--- src/rtl/riscv_loader_pkg.sv ---
// Shared definitions for the UART instruction-memory loader.
//   SYNC_BYTE     : byte that opens (or restarts) a load frame
//   loader_state_t: loader FSM state encodings
//   rx_state_t    : UART byte receiver state encodings
//   len_in_range  : accepts a word count of 1 .. 2^addr_w
package riscv_loader_pkg;

    localparam logic [7:0] SYNC_BYTE = 8'hA5;

    typedef enum logic [2:0] {
        SYNC   = 3'd0,
        LEN_LO = 3'd1,
        LEN_HI = 3'd2,
        DATA   = 3'd3,
        CSUM   = 3'd4,
        DONE   = 3'd5,
        ERROR  = 3'd6
    } loader_state_t;

    typedef enum logic [1:0] {
        RX_IDLE  = 2'd0,
        RX_START = 2'd1,
        RX_DATA  = 2'd2,
        RX_STOP  = 2'd3
    } rx_state_t;

    function automatic logic len_in_range(input logic [15:0] n, input int unsigned addr_w);
        return (n != 16'd0) && (32'(n) <= (32'd1 << addr_w));
    endfunction

endpackage

--- src/rtl/uart_rx_byte.sv ---
// 8N1 UART byte receiver, LSB first, idle-high line.
//   clk, reset  : clock and asynchronous active-low reset
//   rx          : raw serial input (synchronized internally)
//   byte_valid  : one-cycle pulse, byte_data holds a good byte
//   byte_data   : received byte
//   frame_err   : one-cycle pulse, stop bit was 0 and the byte is dropped
module uart_rx_byte
    import riscv_loader_pkg::*;
#(
    parameter int CLKS_PER_BIT = 868
) (
    input  logic       clk,
    input  logic       reset,
    input  logic       rx,
    output logic       byte_valid,
    output logic [7:0] byte_data,
    output logic       frame_err
);

    localparam int CW = $clog2(CLKS_PER_BIT);
    localparam logic [CW-1:0] FULL_M1 = CW'(CLKS_PER_BIT - 1);
    localparam logic [CW-1:0] HALF_M1 = CW'(CLKS_PER_BIT / 2 - 1);

    logic            meta_q, sync_q, prev_q;
    rx_state_t       state_q, state_d;
    logic [CW-1:0]   cnt_q, cnt_d;
    logic [2:0]      bit_q, bit_d;
    logic [7:0]      shift_q, shift_d;
    logic            valid_q, valid_d;
    logic            ferr_q, ferr_d;

    // The synchronizer and edge history reset to 0, so a start edge is only
    // recognised once the line has been seen high after reset; a frame that
    // was in flight when reset was released is therefore ignored.
    always_ff @(posedge clk or negedge reset) begin
        if (!reset) begin
            meta_q  <= 1'b0;
            sync_q  <= 1'b0;
            prev_q  <= 1'b0;
            state_q <= RX_IDLE;
            cnt_q   <= '0;
            bit_q   <= '0;
            shift_q <= '0;
            valid_q <= 1'b0;
            ferr_q  <= 1'b0;
        end else begin
            // NOTE: non-blocking assignments so every flop samples pre-edge values.
            meta_q  <= rx;
            sync_q  <= meta_q;
            prev_q  <= sync_q;
            state_q <= state_d;
            cnt_q   <= cnt_d;
            bit_q   <= bit_d;
            shift_q <= shift_d;
            valid_q <= valid_d;
            ferr_q  <= ferr_d;
        end
    end

    always_comb begin
        // NOTE: defaults first so no path leaves a variable unassigned (no latches).
        state_d = state_q;
        cnt_d   = cnt_q + CW'(1);
        bit_d   = bit_q;
        shift_d = shift_q;
        valid_d = 1'b0;
        ferr_d  = 1'b0;
        case (state_q)
            RX_IDLE: begin
                cnt_d = '0;
                if (prev_q && !sync_q) state_d = RX_START;
            end
            RX_START: begin
                // Mid-start recheck: a line already back high was a glitch.
                if (cnt_q == HALF_M1) begin
                    cnt_d   = '0;
                    bit_d   = '0;
                    state_d = sync_q ? RX_IDLE : RX_DATA;
                end
            end
            RX_DATA: begin
                if (cnt_q == FULL_M1) begin
                    cnt_d   = '0;
                    shift_d = {sync_q, shift_q[7:1]};
                    bit_d   = bit_q + 3'd1;
                    if (bit_q == 3'd7) state_d = RX_STOP;
                end
            end
            RX_STOP: begin
                if (cnt_q == FULL_M1) begin
                    cnt_d   = '0;
                    state_d = RX_IDLE;
                    valid_d = sync_q;
                    ferr_d  = !sync_q;
                end
            end
            default: state_d = RX_IDLE;
        endcase
    end

    assign byte_valid = valid_q;
    assign byte_data  = shift_q;
    assign frame_err  = ferr_q;

endmodule

--- src/rtl/uart_imem_loader.sv ---
// Loads a program image received over UART into instruction memory and
// holds the core in reset until a complete, checksum-verified image is in.
// Frame: A5, N (16-bit LE word count), 4N data bytes (LE words), XOR checksum.
//   clk, reset  : clock and asynchronous active-low reset
//   uart_rx     : serial input, 8N1, idle high
//   imem_we     : one-cycle write strobe
//   imem_addr   : word address of imem_wdata
//   imem_wdata  : assembled 32-bit instruction word
//   core_hold   : 1 keeps the processor in reset (all states except DONE)
//   load_done   : image loaded and verified (sticky until reset)
//   load_error  : framing/length/checksum failure (cleared by next sync byte)
module uart_imem_loader
    import riscv_loader_pkg::*;
#(
    parameter int CLKS_PER_BIT = 868,
    parameter int ADDR_W       = 8
) (
    input  logic              clk,
    input  logic              reset,
    input  logic              uart_rx,
    output logic              imem_we,
    output logic [ADDR_W-1:0] imem_addr,
    output logic [31:0]       imem_wdata,
    output logic              core_hold,
    output logic              load_done,
    output logic              load_error
);

    logic       byte_valid;
    logic [7:0] byte_data;
    logic       frame_err;

    uart_rx_byte #(.CLKS_PER_BIT(CLKS_PER_BIT)) u_rx (
        .clk        (clk),
        .reset      (reset),
        .rx         (uart_rx),
        .byte_valid (byte_valid),
        .byte_data  (byte_data),
        .frame_err  (frame_err)
    );

    loader_state_t     state_q, state_d;
    logic [15:0]       len_q, len_d;
    logic [7:0]        csum_q, csum_d;
    logic [ADDR_W-1:0] addr_q, addr_d;
    logic [31:0]       word_q, word_d;
    logic [1:0]        bcnt_q, bcnt_d;
    logic              we_q, we_d;
    logic              last_word;
    logic              is_sync;

    assign last_word = (16'(addr_q) == len_q - 16'd1);
    assign is_sync   = byte_valid && (byte_data == SYNC_BYTE);

    // State register together with the datapath registers.
    always_ff @(posedge clk or negedge reset) begin
        if (!reset) begin
            state_q <= SYNC;
            len_q   <= '0;
            csum_q  <= '0;
            addr_q  <= '0;
            word_q  <= '0;
            bcnt_q  <= '0;
            we_q    <= 1'b0;
        end else begin
            state_q <= state_d;
            len_q   <= len_d;
            csum_q  <= csum_d;
            addr_q  <= addr_d;
            word_q  <= word_d;
            bcnt_q  <= bcnt_d;
            we_q    <= we_d;
        end
    end

    // Next-state logic. A framing error aborts any load in progress.
    always_comb begin
        state_d = state_q;
        case (state_q)
            SYNC:   if (is_sync) state_d = LEN_LO;
            LEN_LO: if (frame_err) state_d = ERROR;
                    else if (byte_valid) state_d = LEN_HI;
            LEN_HI: if (frame_err) state_d = ERROR;
                    else if (byte_valid)
                        state_d = len_in_range({byte_data, len_q[7:0]}, ADDR_W) ? DATA : ERROR;
            // Leave DATA only after the strobe cycle of the last word.
            DATA:   if (frame_err) state_d = ERROR;
                    else if (we_q && last_word) state_d = CSUM;
            CSUM:   if (frame_err) state_d = ERROR;
                    else if (byte_valid) state_d = (byte_data == csum_q) ? DONE : ERROR;
            DONE:   state_d = DONE;
            ERROR:  if (is_sync) state_d = LEN_LO;
            default: state_d = SYNC;
        endcase
    end

    // Datapath next-state: length capture, word assembly, checksum, address.
    always_comb begin
        len_d  = len_q;
        csum_d = csum_q;
        addr_d = addr_q;
        word_d = word_q;
        bcnt_d = bcnt_q;
        we_d   = 1'b0;
        if (byte_valid) begin
            case (state_q)
                SYNC, ERROR: if (is_sync) begin
                    csum_d = '0;
                    addr_d = '0;
                    bcnt_d = '0;
                end
                LEN_LO: len_d[7:0]  = byte_data;
                LEN_HI: len_d[15:8] = byte_data;
                DATA: begin
                    word_d = {byte_data, word_q[31:8]};
                    csum_d = csum_q ^ byte_data;
                    bcnt_d = bcnt_q + 2'd1;
                    we_d   = (bcnt_q == 2'd3);
                end
                default: ;
            endcase
        end
        // The last word keeps its address, so a full 2^ADDR_W image never wraps.
        if (we_q && !last_word) addr_d = addr_q + ADDR_W'(1);
    end

    // Outputs.
    always_comb begin
        imem_we    = we_q;
        imem_addr  = addr_q;
        imem_wdata = word_q;
        core_hold  = (state_q != DONE);
        load_done  = (state_q == DONE);
        load_error = (state_q == ERROR);
    end

endmodule

--- config.mk ---
export PLATFORM = sky130hd
export DESIGN_NAME = uart_imem_loader
export DESIGN_NICKNAME = d
export VERILOG_FILES = /design/src/rtl/riscv_loader_pkg.sv /design/src/rtl/uart_rx_byte.sv /design/src/rtl/uart_imem_loader.sv
export SDC_FILE = /design/constraint.sdc
export NUM_CORES = 1
export LEC_CHECK = 0
export ABC_AREA = 1
export CORE_MARGIN = 8
export CORE_UTILIZATION = 41
export CTS_CLUSTER_SIZE = 12
export DETAILED_ROUTE_END_ITERATION = 16
export HOLD_SLACK_MARGIN = 0.05
export SLEW_MARGIN = 40
export SYNTH_ARGS = -nofsm -noshare
export SYNTH_HDL_FRONTEND = slang
export SYNTH_HIERARCHICAL = 1
export SYNTH_SLANG_ARGS = --single-unit
--- constraint.sdc ---
create_clock -name clk -period 2.6 [get_ports clk]
set_input_delay 0.26 -clock clk [delete_from_list [all_inputs] [get_ports clk]]
set_output_delay 0.26 -clock clk [all_outputs]
set_load 0.005 [all_outputs]
* After elaboration in Yosys (flattened, before gate mapping) *
Index checks and enable logic that the tools add are counted.

operators by class
  add/sub/neg operators = 5
  magnitude comparators = 1
  eq/ne operators = 27
  multiplexer cells = 38
  bitwise operators = 1
  reductions and logical operators = 26

operators by type and width
  kind                                                                               count
  3-bit two-way mux                                                                  12
  8-bit two-way mux                                                                  4
  10-bit case mux with 3 select lines                                                1
  10-bit two-way mux                                                                 2
  3-bit case mux with 6 select lines                                                 1
  8-bit by 16-bit == test with 1-bit output                                          1
  16-bit by 9-bit less-or-equal comparator with 1-bit output, second input constant  1
  2-bit two-way mux                                                                  8
  8-bit case mux with 2 select lines                                                 1
  16-bit nonzero test                                                                1
  16-bit by 1-bit subtractor with 16-bit output, second input constant               1
  3-bit == test, second input constant                                               4
  2-bit by 1-bit inequality test with 1-bit output, second input constant            6
  10-bit by 1-bit adder with 10-bit output, second input constant                    1
  10-bit == test, second input constant                                              1
  10-bit by 9-bit == test with 1-bit output, second input constant                   1
  5-bit AND reduction                                                                2
  2-bit nonzero test                                                                 5
  3-bit by 1-bit inequality test with 1-bit output, second input constant            3
  3-bit AND reduction                                                                3
  8-bit by 1-bit adder with 8-bit output, second input constant                      1
  8-bit == test                                                                      1
  8-bit == test, second input constant                                               1
  2-bit case mux with 4 select lines                                                 1
  other kinds (18)                                                                   35

storage, ports and cells
  bits in registers = 98
  input port bits = 3
  word-level logic and storage cells = 115

* Longest topological paths before layout *
Gate-level depths: netlist (run 1).

  depth after elaboration = 6
  depth in mapped cells = 16

* Hierarchy *
Netlist (run 1), hierarchy kept.

by module, submodules not included
  module            times used  cells each  area an instance (µm²)
  uart_imem_loader  1           489         3,746.1
  uart_rx_byte      1           157         1,420.1

* Least setup slack after synthesis (run 1) *
No wires, ideal clock.

  path type = register to register
  start = reg len_q[0]
  end = reg addr_q[2] (netlist: imem_addr[2])
  setup time = 66 ps
  data arrival time = 1,731 ps
  slack = 804 ps
  cell stages (with the launch flop) = 12
  path buffers = 0
  clock period less this slack = 1,796 ps
  path through = dfrtp_1 inv_2 ha_1 nand2_4 nor2_4 xor2_1 nand2_1 nor3b_4 nand2_4 nand2_8 nand3_1 nand2_1

on the way
  word-level cells in the longest chain between the ends = 6
  elaborated cells on any way between the ends = 9
  those cells by class = add/sub (1); eq/ne (1); mux (1); reduce/logical (6)

ends and longest elaborated chain
  what                                             RTL line                 text
  start, declared                                  uart_imem_loader.sv:43   logic [15:0] len_q, len_d;
  start signal, assigned                           uart_imem_loader.sv:67   len_q <= len_d;
  16-bit by 1-bit subtractor with 16-bit output *  uart_imem_loader.sv:52   assign last_word = (16'(addr_q) == len_q - 16'd1);
  8-bit by 16-bit == test with 1-bit output *      uart_imem_loader.sv:52
  1-bit zero test *                                uart_imem_loader.sv:124  if (we_q && !last_word) addr_d = addr_q + ADDR_W'(1);
  1-bit logical AND *                              uart_imem_loader.sv:124
  2-bit nonzero test (no line)                     n/a
  3-bit AND reduction (no line)                    n/a
  end signal, assigned                             uart_imem_loader.sv:69   addr_q <= addr_d;
  end, declared                                    uart_imem_loader.sv:45   logic [ADDR_W-1:0] addr_q, addr_d;

Mark *: on every way between the ends. The rest lies on a longest branch, timed or not.
A chain may end at the register's enable or synchronous reset.

* Worst setup path after layout (run 1) *
  start = reg len_q[1]
  end = reg addr_q[1] (netlist: imem_addr[1])

The elaborated chain is that of the path after synthesis.

==> key figures, run 1 <==
Setup path
  – Critical path's slowest cell: dfrtp_1
  – Worst Path Arrival: 2.32 ns
  – Crit path largest cell delay: 0.43 ns
  – CP Class: reg2reg
  – Most frequent CP cell: nand2_1
  – CP max FO: 9
  – CP Launch Type: flip-flop
  – CP required: 2.88 ns
  – Worst Setup End Kind: flip-flop
  – Crit-path cells: inv_1, ha_1, inv_1, nand2_1, nand3_1, nand2_1, nor3_1, nor3b_4, nand2_4, nand2_8, nand3_1, nand2_1

STA
  – RSZ-0062 raised after global routing: false
  – Max Clock Skew: 0.004117 ns
  – Minimum clock period: 2.035 ns
  – Final setup viols: 0
  – Fmax achieved: 491.3 MHz
  – Fin. max-slew vios: 0
  – Final period util: 78.29%
  – Relative slew slack: 56.86%
  – Tightest Pin Transition: 0.6471 ns
  – Hold Vio Cnt, Final: 0
  – Post-route setup TNS: 0 ns

Clock network
  – Post-CTS Setup Inserts: 0
  – Clock latency on the worst-skew pair: 0.35 ns
  – CTS-repair resized insts: 0
  – Sink Count: 98
  – Total CTS buffers: 9
  – Deepest clock path buffer count: 2
  – Worst-path clk slew: 0.07 ns
  – Htree depth: 3
  – Root buffer cell: clkbuf_16
  – TritonCTS clock tree: built

Routing
  – Via/cell ratio: 4.884
  – Vias: 4259
  – Initial drt markers: 261
  – 1st-pass router iterations: 6
  – WL final: 12020 um
  – ANT nets after route: 0
  – Residual DRC count: 0
  – Wire length per cell: 13.79 um

Logic synthesis
  – Cell count after synthesis: 646
  – Most frequent cell after synthesis: nand2_1
  – Avg Synthesized Cell Area: 7.997 sq um
  – Cell area after synthesis: 5166 sq um
  – Synth Net Count: 656
  – FFs w/ async S/R, synth: 100.0%
  – Most common library cells after synthesis: 189 x nand2_1, 98 x dfrtp_1, 65 x inv_1
  – Synth Flop Type: dfrtp_1
  – Synth area leader: dfrtp_1
  – Share of the synthesized area in the top cell type: 47.47%
  – Yosys warning count: 6
  – Sequential element share of the synthesized area: 47.47%
  – Number of synthesized register bits: 98
  – Synth area leaders: dfrtp_1 47%, nand2_1 14%, o21ai_0 4.9%
  – Post-synth EDFFs: 0
  – Yosys cell types: 43

Global routing
  – First-pass GRT wire length: 20670 um
  – Initial antenna violation count: 0
  – Gr usage total: 15.65%
  – Largest net degree at the start of global routing: 73
  – Vias in the first global route: 4208
  – Total grt overflow: 0

Power
  – Sw Ratio: 26.01%
  – Design Power: 3.349 mW
  – Worst VDD drop: 0.4334 mV
  – Clock share of power: 41.1%
  – Reg power frac: 48.4%
  – NetSw: 0.8709 mW
  – PD cells: 545.5 nW/um^2
  – Comb power frac: 10.5%
  – Power Internal: 2.478 mW
  – Pleak: 2.969 nW

Final layout
  – Final instance area: 6140 sq um
  – Layout cells sized above 1: 9.286%
  – Final nets: 705
  – Filler Cell Count: 1214
  – Multi-input combinational cell area: 2379 sq um
  – Sequential cell area: 2452 sq um
  – Ant diodes: 0
  – Area grow syn2layout: 18.84%

Floorplanning
  – IO Count: 47
  – Chip width: 128.3 um
  – Die area: 16450 sq um
  – Die Y-Extent: 128.3 um
  – Rows: 41
  – Initial Utilization: 41.44%
  – CORE AREA: 12470 sq um

Place
  – Detailed placer's ending HPWL: 8970 um
  – IO Port Bufs: 46
  – Final Wtd Congestion: 0.8813
  – Placed instance area: 5816 sq um

Run
  – Max Cap Viol: 0

Worst hold path
  – Min-delay worst type: in2reg

Run status
  – Run status: finished clean
cells by family (layout without fill, tap and decap cells):
kind of cell    count (synthesis)  in the layout  share of synthesized area (%)
simple gates                  362            362                          33.30
flops                          98             98                          47.47
buf+inv                        87            141                          6.539
compound gates                 71             71                          7.411
xor+xnor                       20             20                          3.391
fa+ha+maj                       7              7                          1.695
mux                             1              1                         0.1938
metal layers:
layer | up-vias | GRT usage [%] | part of all wire (%)
li1 | 2157 | - | -
met4 | 0 | 4.545 | 1.1
met1 | 2027 | 20.01 | 47
met3 | 11 | 3.869 | 3.4
met5 | - | 0 | 0
met2 | 64 | 25.56 | 49
critical path, delay by kind of cell, from the launching register on:
kind	cells	cell delay, ns
and+or+nand+nor	9	1.10
adders and majority gates	1	0.26
DFF	1	0.43
buffers and inverters	2	0.17
through the flow:
stage	std cells	setup WS, ns	utilization (%)	hold WS (ns)
floorplan	646	0.8035	-	-0.03559
global placement	855	0.6611	46.62	0.3322
detailed placement	855	0.5946	46.65	0.3183
CTS	872	0.5797	49.25	0.3304
global route	872	0.3213	49.25	0.3354
finish	872	0.5646	49.25	0.3438
sequential cells by signal (all words and copies together) (netlist names), named ones only:
signal           cells
csum_q               8
u_rx/byte_valid      1
u_rx/frame_err       1
len_q               16
imem_addr            8
u_rx/state_q         1
imem_we              1
u_rx/cnt_q          10
state_q              3
imem_wdata          32
u_rx/meta_q          1
u_rx/bit_q           3
u_rx/prev_q          1
bcnt_q               2
u_rx/byte_data       8
u_rx/sync_q          1
repair_timing:
| item | 4_1_cts | 5_1_grt |
|---|---|---|
| hold endpoints to repair | 70 | 0 |
| hold buffers | 1 | 0 |
| setup endpoints to repair | 0 | 0 |
power by group through the flow:
stage | clock network, mW | logic, mW | registers, mW
after floorplan | 0 | 0.259 | 1.64
after global placement | 0 | 0.334 | 1.65
after detailed placement | 0 | 0.353 | 1.65
after CTS | 1.42 | 0.356 | 1.62
after global routing | 1.48 | 0.401 | 1.62
final | 1.38 | 0.350 | 1.62
worst paths after layout:
check / from / endpoint / slack (ns) / cells after the start
setup / recovery: len_q[1] / imem_addr[1] / 0.56 / 12
hold reg to reg: u_rx/meta_q / u_rx/sync_q / 0.35 / 0
max in group asynchronous: reset / u_rx/prev_q / 1.45 / 3
hold / removal: uart_rx / u_rx/meta_q / 0.34 / 1
setup reg to reg: len_q[1] / imem_addr[1] / 0.56 / 12
min in group asynchronous: reset / imem_wdata[11] / 0.49 / 2
layout make-up:
type	count	area share, %
well taps	172	3.505
clock buffers	12	4.178
repair buffers	51	8.172
inverters	74	4.524
multi-input cells	461	38.74
clock inverters	4	0.9374
flip-flops and latches	98	39.94
cell usage in the layout (no fill, tap or decap), types with 2 or more instances in the layout:
master           instances
nor2_4                   3
inv_1                   65
o21ai_0                 51
clkbuf_16                9
or2_2                    2
xnor2_1                  9
nor2_8                   2
clkbuf_8                 2
a21oi_1                  8
nand3_1                 49
inv_2                    8
dfrtp_1                 98
nor3_1                   7
nand2_4                  3
ha_1                     7
o21bai_1                 2
xor2_1                  11
nand2_2                  6
nor2_2                   6
buf_4                    4
nand4_1                  9
nor2_1                  60
clkdlybuf4s50_1         45
o21ai_1                  5
nand3b_1                 6
nor4_1                   5
nand2_1                189
nand3_2                  6
No activity file was read; power rests on OpenSTA's default activity.
==> run 2: changes to the inputs <==
==> constraint.sdc (replaced) <==
create_clock -name clk -period 1.7 [get_ports clk]
set_input_delay 0.17 -clock clk [delete_from_list [all_inputs] [get_ports clk]]
set_output_delay 0.17 -clock clk [all_outputs]
set_load 0.005 [all_outputs]
==> run 2 against run 1 <==
Effect of this change:
- the flow now finishes with violations (negative setup slack)
- utilization up 3.6 points
- sequential share of layout area down 2.7 points
- routed wire length up 3.8%
- via count up 5.7%
- non-clock buffer count up 43
- register-to-register slack worse by 0.74 ns
- sequential power up 53%
- combinational power up 53%
- clock skew about the same
- flip-flop and latch count unchanged
- fmax up 8.5%
- cell count up 4.9%
- largest power group unchanged
==> key figures, run 2 (synthesized netlist as in run 1, its figures left out) <==
Routing
  – ANT nets after route: 0 (unchanged)
  – WL final: 12480 um (+3.8%)
  – Via/cell ratio: 4.919 (+0.72%)
  – Wire length per cell: 13.63 um (-1.1%)
  – 1st-pass router iterations: 5 (-1)
  – Vias: 4501 (+5.7%)
  – Residual DRC count: 0 (unchanged)
  – Initial drt markers: 185 (-29%)

Place
  – IO Port Bufs: 46 (unchanged)
  – Final Wtd Congestion: 0.8855 (+0.48%)
  – Placed instance area: 6120 sq um (+5.2%)
  – Detailed placer's ending HPWL: 9259 um (+3.2%)
  – Post-Place Cells: 891 (+4.2%)

Setup path
  – Worst Path Arrival: 2.16 ns (-0.16 ns)
  – Crit path buffers/inverters: 2 (unchanged)
  – CP required: 1.98 ns (-0.90 ns)
  – CP max FO: 9 (unchanged)
  – Critical path's slowest cell: dfrtp_1
  – Crit path largest cell delay: 0.39 ns (-0.04 ns)
  – CP Class: reg2reg
  – CP Launch Type: flip-flop
  – Most frequent CP cell: nand3_1
  – Crit-path cells: inv_2, buf_4, nand3_1, xnor2_1, nand3_1, nor3b_4, nand2_4, nand2_8, nand3_1, nand2_1
  – Worst Setup End Kind: flip-flop
  – Delay-heaviest family, CP: simple AND/OR/NAND/NOR gates

Global routing
  – Global Route met3 Usage: 2.787% (-1.1 points)
  – Largest net degree at the start of global routing: 43 (-41%)
  – M1 GR Usage: 20.02% (about the same)
  – Initial antenna violation count: 0 (unchanged)
  – GR peak layer: met2
  – Grt met2 use: 26.65% (+1.1 points)
  – First-pass GRT wire length: 21340 um (+3.3%)
  – Total grt overflow: 0 (unchanged)
  – Gr usage total: 16.08% (+0.43 points)
  – Vias in the first global route: 4418 (+5.0%)

Floorplanning
  – CORE AREA: 12470 sq um (unchanged)
  – Chip width: 128.3 um (unchanged)
  – Rows: 41 (unchanged)
  – Initial Utilization: 41.44% (unchanged)
  – Die area: 16450 sq um (unchanged)
  – IO Count: 47 (unchanged)
  – Die Y-Extent: 128.3 um (unchanged)

Power
  – PD cells: 773.1 nW/um^2 (+42%)
  – Design Power: 5.098 mW (+52%)
  – Worst VDD drop: 0.7052 mV (+63%)
  – Pleak: 3.213 nW (+8.2%)

Clock network
  – Htree depth: 3 (unchanged)
  – TritonCTS clock tree: built
  – Root buffer cell: clkbuf_16
  – Total CTS buffers: 9 (unchanged)
  – Worst-path clk slew: 0.07 ns (about the same)
  – Deepest clock path buffer count: 2 (unchanged)
  – Clock latency on the worst-skew pair: 0.34 ns (about the same)
  – Sink Count: 98 (unchanged)

STA
  – Hold Vio Cnt, Final: 0 (unchanged)
  – Fmax achieved: 533.1 MHz (+8.5%)
  – Minimum clock period: 1.876 ns (-0.1595 ns)
  – Tightest Pin Transition: 0.5554 ns (-0.09168 ns)
  – Fin. max-slew vios: 0 (unchanged)
  – Final setup viols: 11 (+11)
  – Max Clock Skew: 0.004145 ns (+0.00002851 ns)
  – RSZ-0062 raised after global routing: true
  – Post-route setup slack: -0.1759 ns (-0.7405 ns)
  – Relative slew slack: 62.97% (+6.1 points)
  – Final period util: 110.3% (+32 points)
  – Hold WS: 0.2612 ns (-0.08259 ns)

Final layout
  – Fin cells: 915 (+4.9%)
  – Area grow syn2layout: 27.63%
  – Layout cells sized above 1: 18.44% (+9.2 points)
  – Max reg flops: 32 (unchanged)
  – Final instance area: 6594 sq um (+7.4%)
  – Most frequent cells in the layout: 182 x nand2_1, 93 x dfrtp_1, 62 x inv_1, 50 x nor2_1, 50 x o21ai_0
  – Commonest non-fill, non-tap cell in the layout: nand2_1
  – Ant diodes: 0 (unchanged)
  – Final nets: 748 (+6.1%)

Run status
  – Run status: finished, violations left
  – Violated checks: negative setup slack

Worst hold path
  – Min-delay worst type: in2reg

Run
  – Max Cap Viol: 0 (unchanged)
==> run 2: through the flow <==
| step | util (%) | worst slack, ns | setup TNS [ns] |
|---|---|---|---|
| 2_1_floorplan | - | -0.005065 | -0.02263 |
| 3_3_place_gp | 49.09 | -0.1355 | -1.383 |
| 3_5_place_dp | 49.09 | -0.1855 | -1.811 |
| 4_1_cts | 52.34 | -0.1853 | -1.710 |
| 5_1_grt | 52.90 | -0.3852 | -3.845 |
| 6_report | 52.90 | -0.1759 | -1.694 |
==> run 2: power by group <==
group,internal (mW),switching (mW)
clock network,1.19,0.891
logic,0.166,0.371
registers,2.39,0.0852
total,3.75,1.35
==> run 2: final timing paths <==
path                                   from         endpoint  slack [ns]  cells after the start
worst max-delay path               len_q[0]     imem_addr[0]       -0.18                     10
worst min-delay path                uart_rx      u_rx/meta_q        0.26                      1
worst max register to register     len_q[0]     imem_addr[0]       -0.18                     10
worst min register to register  u_rx/meta_q      u_rx/sync_q        0.35                      0
max in group asynchronous             reset  u_rx/byte_valid        0.78                      3
min in group asynchronous             reset    imem_wdata[6]        0.36                      2
==> run 2: repair_timing <==
action	in CTS	in global routing
resized for setup	22	20
buffers inserted	5	2
pin swaps	4	6
hold buffers	1	0
setup endpoints to repair	14	27
hold endpoints to repair	40	0
==> run 2: layer usage <==
layer  vias up  share of wire (%)
met5         -                  0
met4         0                2.3
met3        21                3.6
met2        70                 49
met1      2159                 45
li1       2251                  -
==> run 2: final cells by class <==
cell class                 count  area (sq um)
multi-input combinational    461          2480
inverter                      74         277.8
sequential                    98          2459
fill                        1162          5872
timing repair buffer          94         857.1
clock inverter                 5         62.56
tap                          172         215.2
clock buffer                  11         242.7
==> RTL edit, RTL diff (config.mk and constraints of run 1) <==
Take the reset off `csum_q`, `addr_q` and `word_q` and load them in a clocked block of their own.
--- a/src/rtl/uart_imem_loader.sv
+++ b/src/rtl/uart_imem_loader.sv
@@ -59,5 +59,2 @@
             len_q   <= '0;
-            csum_q  <= '0;
-            addr_q  <= '0;
-            word_q  <= '0;
             bcnt_q  <= '0;
@@ -67,5 +64,2 @@
             len_q   <= len_d;
-            csum_q  <= csum_d;
-            addr_q  <= addr_d;
-            word_q  <= word_d;
             bcnt_q  <= bcnt_d;
@@ -73,2 +67,8 @@
         end
+    end
+
+    always_ff @(posedge clk) begin
+        csum_q <= csum_d;
+        addr_q <= addr_d;
+        word_q <= word_d;
     end
Formal check against the unedited RTL: no difference found for any inputs over 10 cycles, from zero or initial values and one cycle with reset low; that may be too few to reach the edited logic, so the function may still have changed.
==> RTL edit against run 1 <==
- setup slack got worse by 0.27 ns
- design area decreased by 8.1%
- wire length decreased by 21%
- synthesized cell count decreased by 21%
- hold slack improved by 0.0074 ns
- power decreased by 1.1%
- sequential cell count unchanged
- die area decreased by 8.3%
- combinational power decreased by 29%
- core utilization increased by 0.79 points
- maximum frequency decreased by 12%
- synthesized area decreased by 9.4%
- largest power group unchanged
==> RTL edit: results (changes against run 1) <==
outcome finished, final reports clean; area delta synth->final 20.50%; Final nets 576 (-18%); Routed WL 9.463 mm (-21%); Yosys cell types 35 (-19%); vias in the first global route 3371 (-20%); Net Count, Synth 521 (-21%); met2 routed WL 4.302 mm (-27%); Post-synth EDFFs 48 (+48); P_comb 249 uW (-29%); Cell Area, Placed 5321 um2 (-8.5%); 1st-iter DRT viols 271 (+3.8%); wl on met1 4.453 mm (-20%); top cells by area, synth edfxtp_1 (31%), dfrtp_1 (27%), nand2_1 (11%); fin cells 714 (-18%); fraction of registers with async set/reset 51.02% (-49 points); Seq/Total Area, Yosys 57.52% (+10 points); Final Skew 0.008545 ns (+0.004429 ns); drt pass-1 iters 4 (-2); sw frac 24.66% (-1.3 points); RD Place Congestion 0.8370 (-5.0%); met3 WL 583 um (+43%); fill cell count 1049 (-14%); Leakage Power 2.464 nW (-17%); largest net degree at the start of global routing 33 (-55%); layout cells sized above 1 9.282% (about the same); Slew Limit Headroom 64.79% (+7.9 points); critical path arrival 2.37 ns (+0.05 ns); routing usage on met2 20.76% (-4.8 points); met1 Resource Use GR 17.99% (-2.0 points)
[RTL edit: cell count changes in the layout (fill, tap and decap cells not counted), moves of 5 or more]
cell and change:
nand2_1 -58, dfrtp_1 -48, edfxtp_1 +48, o21ai_0 -28
nand3_1 -19, nand3b_1 -6, o21ai_2 +6, xnor2_1 -6
inv_2 -5
[RTL edit: final timing paths]
path / startpoint / to / slack, ns / depth (start not counted)
worst max-delay path: len_q[0] / imem_addr[3] / 0.30 / 11
worst min-delay path: uart_rx / u_rx/meta_q / 0.35 / 1
worst max register to register: len_q[0] / imem_addr[3] / 0.30 / 11
worst min register to register: u_rx/meta_q / u_rx/sync_q / 0.35 / 0
max in group asynchronous: reset / len_q[2] / 1.41 / 3
min in group asynchronous: reset / u_rx/cnt_q[4] / 0.42 / 2
[RTL edit: area by class of cell]
cell class                      count  share of cell area (%)
Timing Repair Buffer               50                   8.873
Multi-Input combinational cell    335                   30.01
Clock buffer                        9                   3.993
Sequential cell                    98                   47.74
Tap cell                          143                   3.172
Clock inverter                      7                   1.420
Inverter                           72                   4.791
[RTL edit: kinds of logic after synthesis]
kind of cell	count (synthesis)	share of synthesized area, %
adders and majority gates	7	1.871
DFF	98	57.52
AOI/OAI and AO/OA	42	5.240
and+or+nand+nor	269	25.74
xor gates and xnor gates	17	3.181
buffers and inverters	78	6.442
[RTL edit: worst max-delay path, stage by stage (launching register included)]
cell	delay, ns
dfrtp_1	0.41
inv_1	0.12
ha_1	0.21
inv_1	0.08
nor2_2	0.14
nand3_1	0.11
nor2_1	0.13
a21boi_0	0.12
nor3_2	0.28
nand2_1	0.15
nand2_4	0.14
o21ai_2	0.15
[RTL edit: repair_timing]
item                                   4_1_cts  5_1_grt
hold buffers                                 1        0
gates resized for setup                      0        1
setup endpoints to repair                    0        8
endpoints found under the hold margin       22        0
